===== src/rtl/draw_player_if.sv =====
// VGA stream bundle: timing counters, sync/blank strobes and 12-bit rgb.
interface vga_if;
    logic [10:0] hcount;
    logic [10:0] vcount;
    logic        hsync;
    logic        vsync;
    logic        hblnk;
    logic        vblnk;
    logic [11:0] rgb;

    modport in  (input  hcount, vcount, hsync, vsync, hblnk, vblnk, rgb);
    modport out (output hcount, vcount, hsync, vsync, hblnk, vblnk, rgb);
endinterface


===== src/rtl/draw_player.sv =====
// Player sprite overlay: 2-stage pipeline over a vga_if stream, position/animation latched per frame.
// Optional PLAYER_HITBOX_EN paints the bounding-box outline in magenta.
module draw_player #(
    parameter int unsigned PLAYER_W   = 30,
    parameter int unsigned PLAYER_H   = 80,
    parameter int unsigned EYE_W      = 5,
    parameter int unsigned EYE_Y      = 5,
    parameter int unsigned EYE_H      = 30,
    parameter int unsigned LEG_H      = 20,
    parameter int unsigned ANIM_DIV   = 8,
    parameter logic [11:0] BODY_COLOR = 12'hFFF,
    parameter logic [11:0] EYE_COLOR  = 12'h0FF
) (
    input  logic        clk,
    input  logic        rst_n,
    vga_if.in           vga_in,
    vga_if.out          vga_out,
    input  logic [11:0] xpos,
    input  logic [11:0] ypos,
    input  logic        dir,
    input  logic        moving
);
    localparam int unsigned BODY_W = PLAYER_W - EYE_W;
    localparam int unsigned GAP_W  = 5;
    localparam int unsigned GAP_L  = (BODY_W - GAP_W) / 2;
    localparam int unsigned CNT_W  = (ANIM_DIV > 1) ? $clog2(ANIM_DIV) : 1;

    logic [11:0]      r_xpos_q;
    logic [11:0]      r_ypos_q;
    logic             r_dir_q;
    logic             r_moving_q;
    logic [CNT_W-1:0] r_anim_cnt;
    logic             r_leg_phase;
    logic             r_vblnk_d;
    logic             w_latch;

    // Stage 1 registers
    logic [10:0] r_s1_hcount;
    logic [10:0] r_s1_vcount;
    logic        r_s1_hsync;
    logic        r_s1_vsync;
    logic        r_s1_hblnk;
    logic        r_s1_vblnk;
    logic [11:0] r_s1_rgb;
    logic [11:0] r_s1_rel_x;
    logic [11:0] r_s1_rel_y;
    logic        r_s1_inbox;

    logic [12:0] w_h13;
    logic [12:0] w_v13;
    logic [12:0] w_x13;
    logic [12:0] w_y13;
    logic        w_inbox;

    logic [11:0] w_body_x;
    logic        w_eye_col;
    logic        w_eye_rows;
    logic        w_leg_gap;
    logic [11:0] w_rgb;

    assign w_latch = vga_in.vblnk & ~r_vblnk_d;

    // Frame-synchronous sampling of sprite controls and leg animation
    always_ff @(posedge clk or negedge rst_n) begin
        if (!rst_n) begin
            r_xpos_q    <= 12'd0;
            r_ypos_q    <= 12'd0;
            r_dir_q     <= 1'b1;
            r_moving_q  <= 1'b0;
            r_anim_cnt  <= '0;
            r_leg_phase <= 1'b0;
            r_vblnk_d   <= 1'b0;
        end else begin
            r_vblnk_d <= vga_in.vblnk;
            if (w_latch) begin
                r_xpos_q   <= xpos;
                r_ypos_q   <= ypos;
                r_dir_q    <= dir;
                r_moving_q <= moving;
                if (moving) begin
                    if (r_anim_cnt == CNT_W'(ANIM_DIV - 1)) begin
                        r_anim_cnt  <= '0;
                        r_leg_phase <= ~r_leg_phase;
                    end else begin
                        r_anim_cnt <= r_anim_cnt + CNT_W'(1);
                    end
                end else begin
                    r_anim_cnt  <= '0;
                    r_leg_phase <= 1'b0;
                end
            end
        end
    end

    // 13-bit box bounds so a sprite near 4095 cannot wrap onto column/row 0
    always_comb begin
        w_h13   = 13'(vga_in.hcount);
        w_v13   = 13'(vga_in.vcount);
        w_x13   = 13'(r_xpos_q);
        w_y13   = 13'(r_ypos_q);
        w_inbox = (w_h13 >= w_x13) && (w_h13 < w_x13 + 13'(PLAYER_W)) &&
                  (w_v13 >= w_y13) && (w_v13 < w_y13 + 13'(PLAYER_H));
    end

    always_ff @(posedge clk or negedge rst_n) begin
        if (!rst_n) begin
            r_s1_hcount <= 11'd0;
            r_s1_vcount <= 11'd0;
            r_s1_hsync  <= 1'b0;
            r_s1_vsync  <= 1'b0;
            r_s1_hblnk  <= 1'b0;
            r_s1_vblnk  <= 1'b0;
            r_s1_rgb    <= 12'd0;
            r_s1_rel_x  <= 12'd0;
            r_s1_rel_y  <= 12'd0;
            r_s1_inbox  <= 1'b0;
        end else begin
            r_s1_hcount <= vga_in.hcount;
            r_s1_vcount <= vga_in.vcount;
            r_s1_hsync  <= vga_in.hsync;
            r_s1_vsync  <= vga_in.vsync;
            r_s1_hblnk  <= vga_in.hblnk;
            r_s1_vblnk  <= vga_in.vblnk;
            r_s1_rgb    <= vga_in.rgb;
            r_s1_rel_x  <= 12'(w_h13 - w_x13);
            r_s1_rel_y  <= 12'(w_v13 - w_y13);
            r_s1_inbox  <= w_inbox;
        end
    end

    // Pixel colour: eye column sits on the facing side, legs open a centre gap in phase 1
    always_comb begin
        w_rgb      = r_s1_rgb;
        w_body_x   = r_dir_q ? r_s1_rel_x : (r_s1_rel_x - 12'(EYE_W));
        w_eye_col  = r_dir_q ? (r_s1_rel_x >= 12'(BODY_W)) : (r_s1_rel_x < 12'(EYE_W));
        w_eye_rows = (r_s1_rel_y >= 12'(EYE_Y)) && (r_s1_rel_y < 12'(EYE_Y + EYE_H));
        w_leg_gap  = r_leg_phase && (r_s1_rel_y >= 12'(PLAYER_H - LEG_H)) &&
                     (w_body_x >= 12'(GAP_L)) && (w_body_x < 12'(GAP_L + GAP_W));
        if (r_s1_inbox && !(r_s1_hblnk || r_s1_vblnk)) begin
            if (w_eye_col) begin
                if (w_eye_rows) begin
                    w_rgb = EYE_COLOR;
                end
            end else if (!w_leg_gap) begin
                w_rgb = BODY_COLOR;
            end
`ifdef PLAYER_HITBOX_EN
            if ((r_s1_rel_x == 12'd0) || (r_s1_rel_x == 12'(PLAYER_W - 1)) ||
                (r_s1_rel_y == 12'd0) || (r_s1_rel_y == 12'(PLAYER_H - 1))) begin
                w_rgb = 12'hF0F;
            end
`endif
        end
    end

    always_ff @(posedge clk or negedge rst_n) begin
        if (!rst_n) begin
            vga_out.hcount <= 11'd0;
            vga_out.vcount <= 11'd0;
            vga_out.hsync  <= 1'b0;
            vga_out.vsync  <= 1'b0;
            vga_out.hblnk  <= 1'b0;
            vga_out.vblnk  <= 1'b0;
            vga_out.rgb    <= 12'd0;
        end else begin
            vga_out.hcount <= r_s1_hcount;
            vga_out.vcount <= r_s1_vcount;
            vga_out.hsync  <= r_s1_hsync;
            vga_out.vsync  <= r_s1_vsync;
            vga_out.hblnk  <= r_s1_hblnk;
            vga_out.vblnk  <= r_s1_vblnk;
            vga_out.rgb    <= w_rgb;
        end
    end

endmodule

===== src/flat_wrapper.sv =====
// flat-port wrapper written by rule: the top's interface ports become plain ports
module draw_player_flat 
#(
    parameter int unsigned PLAYER_W   = 30,
    parameter int unsigned PLAYER_H   = 80,
    parameter int unsigned EYE_W      = 5,
    parameter int unsigned EYE_Y      = 5,
    parameter int unsigned EYE_H      = 30,
    parameter int unsigned LEG_H      = 20,
    parameter int unsigned ANIM_DIV   = 8,
    parameter logic [11:0] BODY_COLOR = 12'hFFF,
    parameter logic [11:0] EYE_COLOR  = 12'h0FF
)
  (clk, rst_n, xpos, ypos, dir, moving, vga_in_hcount, vga_in_vcount, vga_in_hsync, vga_in_vsync, vga_in_hblnk, vga_in_vblnk, vga_in_rgb, vga_out_hcount, vga_out_vcount, vga_out_hsync, vga_out_vsync, vga_out_hblnk, vga_out_vblnk, vga_out_rgb);
  vga_if vga_in_i ();
  vga_if vga_out_i ();
  input  logic clk;
  input  logic rst_n;
  input  logic [11:0] xpos;
  input  logic [11:0] ypos;
  input  logic dir;
  input  logic moving;
  input wire logic [$bits(vga_in_i.hcount)-1:0] vga_in_hcount;
  input wire logic [$bits(vga_in_i.vcount)-1:0] vga_in_vcount;
  input wire logic [$bits(vga_in_i.hsync)-1:0] vga_in_hsync;
  input wire logic [$bits(vga_in_i.vsync)-1:0] vga_in_vsync;
  input wire logic [$bits(vga_in_i.hblnk)-1:0] vga_in_hblnk;
  input wire logic [$bits(vga_in_i.vblnk)-1:0] vga_in_vblnk;
  input wire logic [$bits(vga_in_i.rgb)-1:0] vga_in_rgb;
  output wire logic [$bits(vga_out_i.hcount)-1:0] vga_out_hcount;
  output wire logic [$bits(vga_out_i.vcount)-1:0] vga_out_vcount;
  output wire logic [$bits(vga_out_i.hsync)-1:0] vga_out_hsync;
  output wire logic [$bits(vga_out_i.vsync)-1:0] vga_out_vsync;
  output wire logic [$bits(vga_out_i.hblnk)-1:0] vga_out_hblnk;
  output wire logic [$bits(vga_out_i.vblnk)-1:0] vga_out_vblnk;
  output wire logic [$bits(vga_out_i.rgb)-1:0] vga_out_rgb;
  assign vga_in_i.hcount = vga_in_hcount;
  assign vga_in_i.vcount = vga_in_vcount;
  assign vga_in_i.hsync = vga_in_hsync;
  assign vga_in_i.vsync = vga_in_vsync;
  assign vga_in_i.hblnk = vga_in_hblnk;
  assign vga_in_i.vblnk = vga_in_vblnk;
  assign vga_in_i.rgb = vga_in_rgb;
  assign vga_out_hcount = vga_out_i.hcount;
  assign vga_out_vcount = vga_out_i.vcount;
  assign vga_out_hsync = vga_out_i.hsync;
  assign vga_out_vsync = vga_out_i.vsync;
  assign vga_out_hblnk = vga_out_i.hblnk;
  assign vga_out_vblnk = vga_out_i.vblnk;
  assign vga_out_rgb = vga_out_i.rgb;
  draw_player #(.PLAYER_W(PLAYER_W), .PLAYER_H(PLAYER_H), .EYE_W(EYE_W), .EYE_Y(EYE_Y), .EYE_H(EYE_H), .LEG_H(LEG_H), .ANIM_DIV(ANIM_DIV), .BODY_COLOR(BODY_COLOR), .EYE_COLOR(EYE_COLOR)) u_core (.clk(clk), .rst_n(rst_n), .vga_in(vga_in_i), .vga_out(vga_out_i), .xpos(xpos), .ypos(ypos), .dir(dir), .moving(moving));
endmodule

===== config.mk =====
export PLATFORM = sky130hd
export DESIGN_NAME = draw_player_flat
export DESIGN_NICKNAME = d
export VERILOG_FILES = /design/src/rtl/draw_player_if.sv /design/src/rtl/draw_player.sv /design/src/flat_wrapper.sv
export SDC_FILE = /design/constraint.sdc
export NUM_CORES = 1
export LEC_CHECK = 0
export ABC_AREA = 1
export BUFFER_PORTS_ARGS = -buffer_cell sky130_fd_sc_hd__buf_2
export CORE_ASPECT_RATIO = 0.7
export CORE_MARGIN = 2
export CORE_UTILIZATION = 51
export CTS_CLUSTER_DIAMETER = 80
export CTS_CLUSTER_SIZE = 20
export DETAILED_ROUTE_END_ITERATION = 8
export PLACE_DENSITY = 0.73
export SLEW_MARGIN = 15
export SYNTH_ARGS = -nofsm -noshare
export SYNTH_HDL_FRONTEND = slang
export SYNTH_SLANG_ARGS = --single-unit

===== constraint.sdc =====
create_clock -name clk -period 1.83 [get_ports clk]
set_input_delay 0.366 -clock clk [delete_from_list [all_inputs] [get_ports clk]]
set_output_delay 0.366 -clock clk [all_outputs]
set_load 0.01 [all_outputs]

[Word level (Yosys, flattened, before mapping)]
Cells that the tools add are included.
Operators by class
  add/subtract/negate cells: 6
  multipliers: 0
  divide/modulo/power cells: 0
  magnitude comparators: 11
  eq/ne operators: 2
  shifts and indexed selects: 0
  multiplexer cells: 10
  bitwise operators: 3
  reductions and logical operators: 11
Operator list (number)
  2-to-1 mux 12 bit: 5
  less-than comparator 11 x 13 -> 1 bit: 2
  >= comparator 11 x 12 -> 1 bit: 2
  subtractor 11 x 12 -> 12 bit: 2
  adder 12 x 5 -> 13 bit (second input constant): 1
  adder 12 x 7 -> 13 bit (second input constant): 1
  >= comparator 12 x 3 -> 1 bit (second input constant): 1
  >= comparator 12 x 4 -> 1 bit (second input constant): 1
  >= comparator 12 x 5 -> 1 bit (second input constant): 1
  >= comparator 12 x 6 -> 1 bit (second input constant): 1
  less-than comparator 12 x 3 -> 1 bit (second input constant): 1
  less-than comparator 12 x 4 -> 1 bit (second input constant): 1
  less-than comparator 12 x 6 -> 1 bit (second input constant): 1
  subtractor 12 x 3 -> 12 bit (second input constant): 1
  logical AND 1 bit: 8
  2-to-1 mux 3 bit: 2
  adder 3 x 1 -> 3 bit (second input constant): 1
  == test 3 bit (second input constant): 1
  2-to-1 mux 1 bit: 3
  inequality test 2 x 1 -> 1 bit (second input constant): 1
  inverter 1 bit: 2
  AND reduction 2 bit: 1
  bitwise AND 1 bit: 1
  zero test 1 bit: 1
  logical OR 1 bit: 1
Word-level totals
  bits in registers: 130
  latch bits: 0
  bits in writable memories: 0
  bits in read-only memories: 0
  input port bits: 66
  output and inout port bits: 38
  word-level logic and storage cells: 65
  memories kept: 0

[Logic depth before layout (Yosys ltp)]
Gate-level depths: netlist (run 1).
  depth in word-level cells: 8
  gate-level depth with buffers: 16

[Least setup slack after synthesis (run 1)]
No wires, ideal clock.
  kind: reg-to-reg
  start: register u_core.r_xpos_q[1]
  end: register u_core.r_s1_inbox
  arrival: 1.776 ns
  required time: 1.715 ns
  setup slack: -0.061 ns
  stages on the path, launching flop included: 15
  period minus slack after synthesis: 1.891 ns
  cell sequence: dfrtp_1 -> inv_1 -> ha_1 -> nand2_1 -> nand3_1 -> xor2_1 -> ha_1 -> nand2_1 -> o21a_1 -> nand2_1 -> nand2_1 -> nand2_1 -> nand2_1 -> nand2_1 -> nor2_1
On the way
  longest elaborated chain between the ends: 5
  elaborated cells between the ends (all ways): 6
  classes of those cells: add/sub: 1; order compare: 2; reduce/logical: 3
RTL lines
  from (decl): RTL line draw_player.sv:28  | logic [11:0] r_xpos_q;
  from (signal assigned): RTL line draw_player.sv:76  | r_xpos_q <= xpos;
  adder 12 x 5 -> 13 bit: RTL line draw_player.sv:101  | w_inbox = (w_h13 >= w_x13) && (w_h13 < w_x13 + 13'(PLAYER_W)) &&
  less-than comparator 11 x 13 -> 1 bit: RTL line draw_player.sv:101
  logical AND 1 bit * (2 in a row): RTL line draw_player.sv:101
  logical AND 1 bit *: RTL line draw_player.sv:102  | (w_v13 >= w_y13) && (w_v13 < w_y13 + 13'(PLAYER_H));
  via u_core.w_inbox: RTL line draw_player.sv:53  | logic w_inbox;
  to (signal assigned): RTL line draw_player.sv:127  | r_s1_inbox <= w_inbox;
  to (decl): RTL line draw_player.sv:47  | logic r_s1_inbox;
Mark *: on every way through the listed nets, which the timed path passes. The rest lies on a longest branch.
A chain may end at the register's enable or synchronous reset.

[Worst setup path in the final report (run 1)]
Same ends and word-level chain as after synthesis.

==> metrics.yaml, run 1 <==
cells_and_area:
  layout-drive-gt1-share_pct: 30.7
  multiInputGateArea_um2: 2690
  syn_to_final_growth_pct: 32.0
  final_cell_count_no_fill: 951
  regArea_um2: 3260
  finalNetCount: 894
  diodes: 0
  fillers: 911
placement:
  port_buffers: 103
  gp_congestion: 0.868
  numPlacedInstances: 906
  hpwl_um: 9320
  place_ws_ns: -0.283
setup_path:
  critPathLaunchType: "register"
  r2r_start: "u_core.r_xpos_q[1]"
  crit_type: "register to register"
  crit_cells: 11
  crit_required_ns: 2.18
  slowest_stage: "dfrtp_1"
  endpoint: "u_core.r_s1_inbox"
  startpoint: "u_core.r_xpos_q[1]"
  critPathMaxStageDelay_ns: 0.36
  reg2reg_to: "u_core.r_s1_inbox"
  path_max_fanout: 3
  path_buf_inv: 5
  path_cells: "inv_2, buf_4, buf_6, buf_4, ha_4, inv_1, nor3_1, nand3_1, nand4_1, nand4_1, nor2_1"
  r2r_cells: 11
  rrSetupSlack_ns: -0.12
  crit_path_end_kind: "register"
  cp.arrival_ns: 2.30
  critical_path.top_delay_family: "simple AND/OR/NAND/NOR gates"
sta:
  finalSetupViolations: 3
  slew_headroom_pct: 75.3
  period_minus_slack_ns: 1.95
  tightestPinTransition_ns: 0.368
  tns_ns: -0.206
  skew_ns: 0.00856
  fmax_ghz: 0.513
  hold_viol_final: 0
  setup_slack_ns: -0.121
  finalCritPeriodShare_pct: 107
  rsz0062_at_grt: "yes"
  slew_violations: 0
pwr:
  power_frac_comb_pct: 23.9
  switching_share_pct: 31.8
  p_leak_uw: 0.00403
  irDropWorstVdd_v: 0.000815
  power.switching_uw: 2850
  powerDensity_nw_per_um2: 1130
  seqPwrFrac_pct: 38.7
  p_int_uw: 6110
  pwr-share-clk_pct: 37.4
yosys:
  synth.distinct_cells: 39
  syn_nets: 736
  async_flop_share_pct: 100
  ys_seq_area_share_pct: 54.0
  synth_top_flop_cell: "dfrtp_1"
  avgSynthCellArea_um2: 9.68
  yosysWarnings: 0
  yosys.area.top_type: "dfrtp_1"
  yosys-top-cells-count: "nand2_1, dfrtp_1, inv_1"
  synth_area_leaders: "dfrtp_1, ha_1, nand2_1"
  yosysTopAreaCellShare_pct: 53.5
  synthesis.instances: 623
  yosysMostFrequentCell: "nand2_1"
  synth_seq_cells: 130
  synth_area_um2: 6030
  synth_edf_count: 0
floorplanning:
  fp.coreArea_um2: 11600
  die_area_um2: 12700
  start_util_pct: 52.0
  die-width_um: 134
  num_rows: 33
  ios: 104
  die_h_um: 95.0
drt:
  via_per_inst: 5.07
  first_pass_iters: 5
  routedWlPerCell_um: 14.4
  drtIter0Drc: 324
  drt-total-wl_um: 13700
  remaining_drc_errors: 0
  num_vias: 4817
  drtAntennaViolNets: 0
min_path:
  worstHoldPathType: "input pin to register"
clock_tree:
  cts_max_path_buffers: 2
  root_buffer: "clkbuf_16"
  cts_num_sinks: 130
  clk_pin_slew_ns: 0.06
  clk_latency_ns: 0.42
  cts_tree: "yes"
  htree_levels: 4
  numCtsBuffers: 17
grt:
  antenna_found_initial: 0
  grt_start_max_net_pins: 65
  track_usage_pct: 21.9
  grt_pass1_vias: 4675
  grt_pass1_wl_um: 21700
  grt_overflow: 0
flow_run:
  cap_violations: 0
status:
  status: "complete, but fails checks"
  violations: "negative setup slack"
-- kinds of logic (layout without fill, tap and decap cells) --
| kind of cell | after synthesis | in the layout | share of synthesized area (%) |
|---|---|---|---|
| AND/OR/NAND/NOR | 244 | 245 | 18.0 |
| buffers and inverters | 89 | 259 | 5.81 |
| adder cells (fa/ha/maj) | 47 | 47 | 10.0 |
| AO/OA/AOI/OAI | 81 | 81 | 7.55 |
| XOR/XNOR | 32 | 32 | 4.65 |
| flip-flops | 130 | 130 | 54.0 |
-- layout make-up --
type	instances	share of cell area [%]
clock buffer	17	5.34
clock inverter	15	2.04
inverter	81	3.82
multi-input combinational	405	33.8
sequential	130	40.9
tap	157	2.47
timing repair buffer	146	11.6
-- worst reg2reg max path: stages, from the launching register on --
cell	delay, ns
dfrtp_1	0.36
inv_2	0.07
buf_4	0.14
buf_6	0.10
buf_4	0.13
ha_4	0.26
inv_1	0.06
nor3_1	0.29
nand3_1	0.12
nand4_1	0.16
nand4_1	0.11
nor2_1	0.11
-- how the worst min path moves through the flow --
stage,start,end,cells after the start
global placement,rst_n,u_core.r_s1_hcount[8],1
floorplan,rst_n,u_core.r_anim_cnt[0],0
CTS,vga_in_rgb[6],u_core.r_s1_rgb[6],1
global route,vga_in_rgb[3],u_core.r_s1_rgb[3],1
detailed placement,rst_n,u_core.r_s1_hcount[8],1
finish,vga_in_rgb[6],u_core.r_s1_rgb[6],1
-- layer usage --
metal  up-vias  track usage [%]  share of wire [%]
met5         -                0                  0
met2       145             34.4                 46
met1      2307             29.4                 46
met3        38             5.37                5.2
met4         0             8.60                2.4
li1       2327                -                  -
-- what timing repair did --
action | in CTS | in global routing
gates resized for setup | 15 | 44
setup buffers | 1 | 10
hold endpoints to repair | 30 | 0
pin swaps | 5 | 19
hold buffers | 1 | 0
gates cloned | 0 | 1
setup endpoints to repair | 16 | 21
-- layout by cell type (no fill, tap or decap), drive strengths merged, types with 3 or more instances in the layout --
cell type  synthesis  routed
buf                3     145
o21ai             41      41
nor2              43      43
dfrtp            129     129
inv               81      91
nand3             30      30
xnor2              8       8
nand3b            11      11
nand2            138     139
nor3               8       8
a21o               4       4
xor2              24      24
a21oi             24      24
clkbuf             5      17
a31oi              3       3
ha                45      45
nand4             11      11
or2                3       3
-- flip-flops by register name, indices dropped and copies added, names as in the netlist, 3 cells and up --
name                   flops
u_core.r_s1_rgb           12
u_core.r_anim_cnt          3
u_core.r_ypos_q           12
u_core.r_s1_rel_x         12
u_core.vga_out.vcount     11
u_core.r_s1_rel_y         12
u_core.r_xpos_q           12
u_core.r_s1_hcount        11
u_core.r_s1_vcount        11
u_core.vga_out.rgb        12
u_core.vga_out.hcount     11
-- through the flow --
step           total power (uW)  area [um^2]  hold slack [ns]  util (%)
2_1_floorplan              4690         6040           0.0704         -
3_3_place_gp               5280         7000            0.262      60.3
3_5_place_dp               5380         7000            0.269      60.3
4_1_cts                    8830         7650           0.0423      66.0
5_1_grt                    9480         7960           0.0360      68.6
6_report                   8970         7960           0.0545      68.6
-- power by group through the flow --
stage	combinational (uW)	sequential [uW]	clock [uW]
floorplan	1200	3490	0
global placement	1780	3490	0
detailed placement	1870	3510	0
CTS	1940	3460	3420
global route	2400	3510	3570
finish	2140	3470	3360
No activity file was read; power rests on OpenSTA's default activity.
==> run 2, diff against run 1 <==
--- a/config.mk
+++ b/config.mk
@@ -14,6 +14,7 @@
 export CTS_CLUSTER_SIZE = 20
 export DETAILED_ROUTE_END_ITERATION = 8
 export PLACE_DENSITY = 0.73
+export SETUP_SLACK_MARGIN = 0.1
 export SLEW_MARGIN = 15
 export SYNTH_ARGS = -nofsm -noshare
 export SYNTH_HDL_FRONTEND = slang
==> run 2 against run 1 <==
- the run still ends with negative setup slack left
- global-route usage rose by 1.2 points
- power increased by 7.1%
- critical path depth up 4
- hold slack got worse by 0.0076 ns
- sequential power about the same
- via count grew 1.9%
- largest cell class unchanged
- clock skew rose by 0.0038 ns
- setup slack worse by 0.060 ns
- first-iteration DRC count increased by 6.5%
- largest power group is now the clock network
- core utilization grew 4.4 points
- register-to-register slack got worse by 0.06 ns
==> metrics.yaml, run 2 (same netlist as run 1, synthesis figures left out) <==
status:
  status: "complete, but fails checks"  # unchanged
  violations: "negative setup slack"  # unchanged
clock_tree:
  root_buffer: "clkbuf_16"  # unchanged
  clk_latency_ns: 0.42  # about the same
  cts_num_sinks: 130  # unchanged
  htree_levels: 4  # unchanged
  cts_tree: "yes"  # unchanged
  clk_pin_slew_ns: 0.07  # was 0.06 ns
  cts_max_path_buffers: 2  # unchanged
  numCtsBuffers: 17  # unchanged
sta:
  finalCritPeriodShare_pct: 110  # was 107%
  finalSetupViolations: 13  # was 3
  slew_headroom_pct: 75.1  # was 75.3%
  tns_ns: -0.600  # was -0.206 ns
  skew_ns: 0.0124  # was 0.00856 ns
  tightestPinTransition_ns: 0.371  # was 0.368 ns
  fmax_ghz: 0.497  # was 0.513 GHz
  rsz0062_at_grt: "yes"  # unchanged
  slew_violations: 0  # unchanged
  setup_slack_ns: -0.181  # was -0.121 ns
  period_minus_slack_ns: 2.01  # was 1.95 ns
  hold_viol_final: 0  # unchanged
cells_and_area:
  final_common_cell: "dfrtp_1"  # was nand2_1
  fillers: 794  # was 911
  layout-drive-gt1-share_pct: 38.4  # was 30.7%
  final_cell_mix: "dfrtp_1, nand2_1, buf_2"  # was nand2_1, dfrtp_1, buf_2
  syn_to_final_growth_pct: 40.5  # was 32.0%
  finalNetCount: 907  # was 894
  final_util_pct: 73.0  # was 68.6%
  diodes: 0  # unchanged
placement:
  gp_congestion: 0.863  # was 0.868
  hpwl_um: 9240  # was 9320 um
  port_buffers: 103  # unchanged
drt:
  drtAntennaViolNets: 0  # unchanged
  drtIter0Drc: 345  # was 324
  remaining_drc_errors: 0  # unchanged
  num_vias: 4909  # was 4817
  first_pass_iters: 5  # unchanged
  drt-total-wl_um: 15000  # was 13700 um
  routedWlPerCell_um: 15.6  # was 14.4 um
  via_per_inst: 5.09  # was 5.07
setup_path:
  path_buf_inv: 2  # was 5
  path_max_fanout: 3  # unchanged
  crit_required_ns: 2.14  # was 2.18 ns
  critical_path.top_delay_family: "simple AND/OR/NAND/NOR gates"  # unchanged
  critPathLaunchType: "register"  # unchanged
  crit_top_cell: "nand2_1"
  cp.arrival_ns: 2.32  # was 2.30 ns
  crit_path_end_kind: "register"  # unchanged
  slowest_stage: "dfrtp_1"  # unchanged
  path_cells: "inv_2, nand3_4, xor2_2, ha_1, nand2_1, inv_1, nand4_1, nand3_1, nand2_1, nand2_1, nand2_1, nand2_1, nand2_1, nand2_1, nor2_1"  # was inv_2, buf_4, buf_6, buf_4, ha_4, inv_1, nor3_1, nand3_1, nand4_1, nand4_1, nor2_1
  crit_type: "register to register"  # unchanged
  critPathMaxStageDelay_ns: 0.40  # was 0.36 ns
floorplanning:
  fp.coreArea_um2: 11600  # unchanged
  num_rows: 33  # unchanged
  die_area_um2: 12700  # unchanged
  ios: 104  # unchanged
  die_h_um: 95.0  # unchanged
  start_util_pct: 52.0  # unchanged
  die-width_um: 134  # unchanged
pwr:
  irDropWorstVdd_v: 0.000817  # was 0.000815 V
  powerDensity_nw_per_um2: 1130  # about the same
  p_leak_uw: 0.00421  # was 0.00403 uW
grt:
  track_usage_pct: 23.1  # was 21.9%
  antenna_found_initial: 0  # unchanged
  grt_overflow: 0  # unchanged
  grt_pass1_wl_um: 22700  # was 21700 um
  grt_pass1_vias: 4731  # was 4675
  grt_start_max_net_pins: 48  # was 65
min_path:
  worstHoldPathType: "input pin to register"  # unchanged
flow_run:
  cap_violations: 0  # unchanged
## run 2: cell count changes in the layout (fill, tap and decap cells not counted), moves of 6 or more
| cell | delta |
|---|---|
| nand2_1 | -17 |
| nand2_2 | +10 |
| buf_6 | +9 |
| inv_1 | -8 |
| ha_1 | -6 |
## run 2: final timing paths
check,from,to,slack [ns],depth (start not counted)
setup / recovery,u_core.r_xpos_q[1],u_core.r_s1_inbox,-0.18,15
hold / removal,vga_in_vsync,u_core.r_s1_vsync,0.05,1
setup reg to reg,u_core.r_xpos_q[1],u_core.r_s1_inbox,-0.18,15
hold reg to reg,u_core.r_s1_vcount[5],u_core.vga_out.vcount[5],0.35,0
max in group asynchronous,rst_n,u_core.r_s1_rel_y[10],0.77,3
min in group asynchronous,rst_n,u_core.r_s1_hcount[7],0.39,2
## run 2: area by class of cell
type / instances / area, um^2 / share of cell area [%]
Clock buffer: 17 / 425 / 5.02
Clock inverter: 15 / 183 / 2.16
Inverter: 81 / 312 / 3.68
Multi-Input combinational cell: 405 / 3050 / 36.0
Sequential cell: 130 / 3260 / 38.4
Tap cell: 157 / 196 / 2.32
Timing Repair Buffer: 159 / 1050 / 12.4
## run 2: timing repair
action,CTS,global route
hold endpoints to repair,28,0
buffers inserted,5,20
cloned,1,1
endpoints found under the setup margin,21,24
pin swaps,16,55
hold buffers,1,0
resized for setup,45,96
## run 2: metal layers
metal  part of all wire (%)  up-vias  global-route usage [%]  wire length [um]
met4                    1.5        0                    7.62               223
met5                      0        -                       0                 0
met1                     45     2359                    31.1              6700
met3                    5.5       24                    5.05               824
li1                       -     2360                       -                 -
met2                     49      166                    37.5              7300
## run 2: worst register-to-register path, stage by stage, from the launching register on
cell	delay, ns
dfrtp_1	0.40
inv_2	0.12
nand3_4	0.12
xor2_2	0.17
ha_1	0.31
nand2_1	0.07
inv_1	0.09
nand4_1	0.11
nand3_1	0.11
nand2_1	0.08
nand2_1	0.06
nand2_1	0.05
nand2_1	0.05
nand2_1	0.05
nand2_1	0.06
nor2_1	0.04
## run 2: per-stage QoR
| stage | cell area [um^2] | instances | hold WS [ns] | setup slack [ns] | total power [uW] |
|---|---|---|---|---|---|
| finish | 8470 | 964 | 0.0469 | -0.181 | 9610 |
| global route | 8470 | 964 | 0.0397 | -0.319 | 10100 |
| CTS | 7890 | 945 | 0.0387 | -0.106 | 9110 |
| detailed placement | 7020 | 906 | 0.278 | -0.138 | 5390 |
| global placement | 7020 | 906 | 0.280 | -0.0699 | 5290 |
| floorplan | 6060 | 623 | 0.0704 | 0.0571 | 4710 |
## run 2: power breakdown
group | internal (uW) | total, uW | switching (uW)
combinational | 1170 | 2610 | 1440
clock | 2080 | 3510 | 1440
sequential | 3240 | 3490 | 247
==> run 3, diff against run 2 <==
--- a/config.mk
+++ b/config.mk
@@ -13,6 +13,7 @@
 export CTS_CLUSTER_DIAMETER = 80
 export CTS_CLUSTER_SIZE = 20
 export DETAILED_ROUTE_END_ITERATION = 8
+export GPL_TIMING_DRIVEN = 0
 export PLACE_DENSITY = 0.73
 export SETUP_SLACK_MARGIN = 0.1
 export SLEW_MARGIN = 15
==> run 3 against run 2 <==
- largest cell class unchanged
- hold slack gained 0.0069 ns
- global-route usage shrank 0.33 points
- cell count shrank 2.0%
- sequential share of layout area grew 1.6 points
- the flow still finishes with violations (negative setup slack)
==> metrics.yaml, run 3 (same netlist as run 1, synthesis figures left out) <==
cells_and_area:
  stdcell_area_um2: 8150  # was 8470 um^2
  finalNetCount: 888  # was 907
  final_common_cell: "dfrtp_1"  # unchanged
  final_util_pct: 70.2  # was 73.0%
  fillers: 846  # was 794
  diodes: 0  # unchanged
  layout-drive-gt1-share_pct: 33.9  # was 38.4%
  syn_to_final_growth_pct: 35.0  # was 40.5%
  final_cell_mix: "dfrtp_1, nand2_1, buf_2"  # unchanged
setup_path:
  crit_type: "register to register"  # unchanged
  rrSetupSlack_ns: -0.21  # was -0.18 ns
  path_buf_inv: 1  # was 2
  r2r_start: "u_core.r_xpos_q[3]"  # was u_core.r_xpos_q[1]
  startpoint: "u_core.r_xpos_q[3]"  # was u_core.r_xpos_q[1]
  cp.arrival_ns: 2.37  # was 2.32 ns
  crit_top_cell: "nand2_1"  # unchanged
  critPathLaunchType: "register"  # unchanged
  critPathMaxStageDelay_ns: 0.42  # was 0.40 ns
  crit_required_ns: 2.16  # was 2.14 ns
  crit_path_end_kind: "register"  # unchanged
  reg2reg_to: "u_core.r_s1_inbox"  # unchanged
  critical_path.top_delay_family: "simple AND/OR/NAND/NOR gates"  # unchanged
  r2r_cells: 14  # was 15
  slowest_stage: "dfrtp_1"  # unchanged
  path_max_fanout: 3  # unchanged
  path_cells: "inv_2, nand3_4, nand2_2, nand2_1, xor2_1, ha_1, a21oi_1, o21a_1, nand2_1, nand2_1, nand2_1, nand2_1, nand2_1, nor2_2"  # was inv_2, nand3_4, xor2_2, ha_1, nand2_1, inv_1, nand4_1, nand3_1, nand2_1, nand2_1, nand2_1, nand2_1, nand2_1, nand2_1, nor2_1
floorplanning:
  start_util_pct: 52.0  # unchanged
  num_rows: 33  # unchanged
  fp.coreArea_um2: 11600  # unchanged
  ios: 104  # unchanged
  die_area_um2: 12700  # unchanged
  die-width_um: 134  # unchanged
  die_h_um: 95.0  # unchanged
clock_tree:
  htree_levels: 4  # unchanged
  numCtsBuffers: 17  # unchanged
  clk_pin_slew_ns: 0.06  # was 0.07 ns
  root_buffer: "clkbuf_16"  # unchanged
  clk_latency_ns: 0.42  # about the same
  cts_tree: "yes"  # unchanged
  cts_num_sinks: 130  # unchanged
  cts_max_path_buffers: 2  # unchanged
min_path:
  min_to: "u_core.r_s1_rgb[5]"  # was u_core.r_s1_vsync
  hold_path_depth: 1  # unchanged
  hp-start: "vga_in_rgb[5]"  # was vga_in_vsync
  worstHoldPathType: "input pin to register"  # unchanged
pwr:
  irDropWorstVdd_v: 0.000744  # was 0.000817 V
  p_leak_uw: 0.00405  # was 0.00421 uW
  powerDensity_nw_per_um2: 1140  # was 1130 nW/um^2
drt:
  num_vias: 4802  # was 4909
  drt-total-wl_um: 14100  # was 15000 um
  remaining_drc_errors: 0  # unchanged
  top_layer: "met4"  # unchanged
  first_pass_iters: 5  # unchanged
  drtAntennaViolNets: 0  # unchanged
  wl_met3_um: 824  # unchanged
  drtIter0Drc: 283  # was 345
  met1_length_um: 6570  # was 6700 um
  via_per_inst: 5.08  # was 5.09
  routedWlPerCell_um: 15.0  # was 15.6 um
  dr_wl_met2_um: 6510  # was 7300 um
status:
  status: "complete, but fails checks"  # unchanged
  violations: "negative setup slack"  # unchanged
placement:
  gp_congestion: 0.895  # was 0.863
  placed_area_um2: 6810  # was 7020 um^2
  hpwl_um: 9330  # was 9240 um
  port_buffers: 103  # unchanged
sta:
  finalSetupViolations: 6  # was 13
  worst_hold_slack_ns: 0.0538  # was 0.0469 ns
  tightestPinTransition_ns: 0.555  # was 0.371 ns
  fmax_ghz: 0.491  # was 0.497 GHz
  finalCritPeriodShare_pct: 111  # was 110%
  slew_headroom_pct: 63.0  # was 75.1%
  slew_violations: 0  # unchanged
  period_minus_slack_ns: 2.04  # was 2.01 ns
  setup_slack_ns: -0.208  # was -0.181 ns
  rsz0062_at_grt: "yes"  # unchanged
  hold_viol_final: 0  # unchanged
  skew_ns: 0.00674  # was 0.0124 ns
grt:
  grt_start_max_net_pins: 76  # was 48
  track_usage_pct: 22.8  # was 23.1%
  grt_overflow: 0  # unchanged
  grt_pass1_vias: 4697  # was 4731
  grt_pass1_wl_um: 22200  # was 22700 um
  antenna_found_initial: 0  # unchanged
flow_run:
  cap_violations: 0  # unchanged
[run 3: cell types whose count changed in the layout (fill, tap and decap cells not counted), moves of 5 or more]
| cell | previous run | this run |
|---|---|---|
| inv_8 | 5 | 0 |
| nand2_2 | 17 | 11 |
| inv_6 | 7 | 2 |
| clkinv_4 | 0 | 5 |
| buf_4 | 40 | 19 |
| nand2_1 | 112 | 122 |
[run 3: per-layer routing]
layer,up-vias,track usage [%]
li1,2320,-
met1,2326,30.9
met2,133,35.5
met3,23,5.58
met4,0,9.31
met5,-,0
[run 3: final cells by class]
cell class,instances,area (um^2),area share (%)
Buffer,8,52.6,0.645
Clock buffer,17,425,5.22
Clock inverter,15,209,2.57
Inverter,81,312,3.82
Multi-Input combinational cell,404,2880,35.3
Sequential cell,130,3260,40.0
Tap cell,157,196,2.41
Timing Repair Buffer,133,813,9.98
[run 3: how the worst max path moves through the flow]
stage | endpoint | slack (ns) | depth (start not counted)
after floorplan | u_core.r_s1_inbox | 0.06 | 14
after global placement | u_core.vga_out.rgb[7] | -1.20 | 1
after detailed placement | u_core.r_s1_inbox | -0.33 | 15
after CTS | u_core.r_s1_inbox | -0.19 | 14
after global routing | u_core.r_s1_inbox | -0.34 | 14
final | u_core.r_s1_inbox | -0.21 | 14
[run 3: report_power, final]
| part | switching (uW) | internal, uW | total, uW |
|---|---|---|---|
| combinational | 1270 | 956 | 2220 |
| sequential | 238 | 3240 | 3480 |
| clock | 1300 | 2290 | 3600 |
[run 3: metrics by stage]
| stage | setup TNS (ns) | worst slack, ns | total power [uW] | instances |
|---|---|---|---|---|
| after floorplan | 0 | 0.0571 | 4710 | 623 |
| after global placement | -155.15 | -1.20 | 5160 | 883 |
| after detailed placement | -0.797 | -0.335 | 5260 | 884 |
| after CTS | -0.194 | -0.194 | 9100 | 934 |
| after global routing | -1.55 | -0.343 | 9790 | 945 |
| final | -0.308 | -0.208 | 9300 | 945 |
[run 3: repair_timing]
action	CTS	global route
gates cloned	1	1
pin swaps	12	22
setup buffers	16	10
endpoints found under the hold margin	55	0
hold buffers	1	0
gates resized for setup	51	62
setup endpoints to repair	18	31
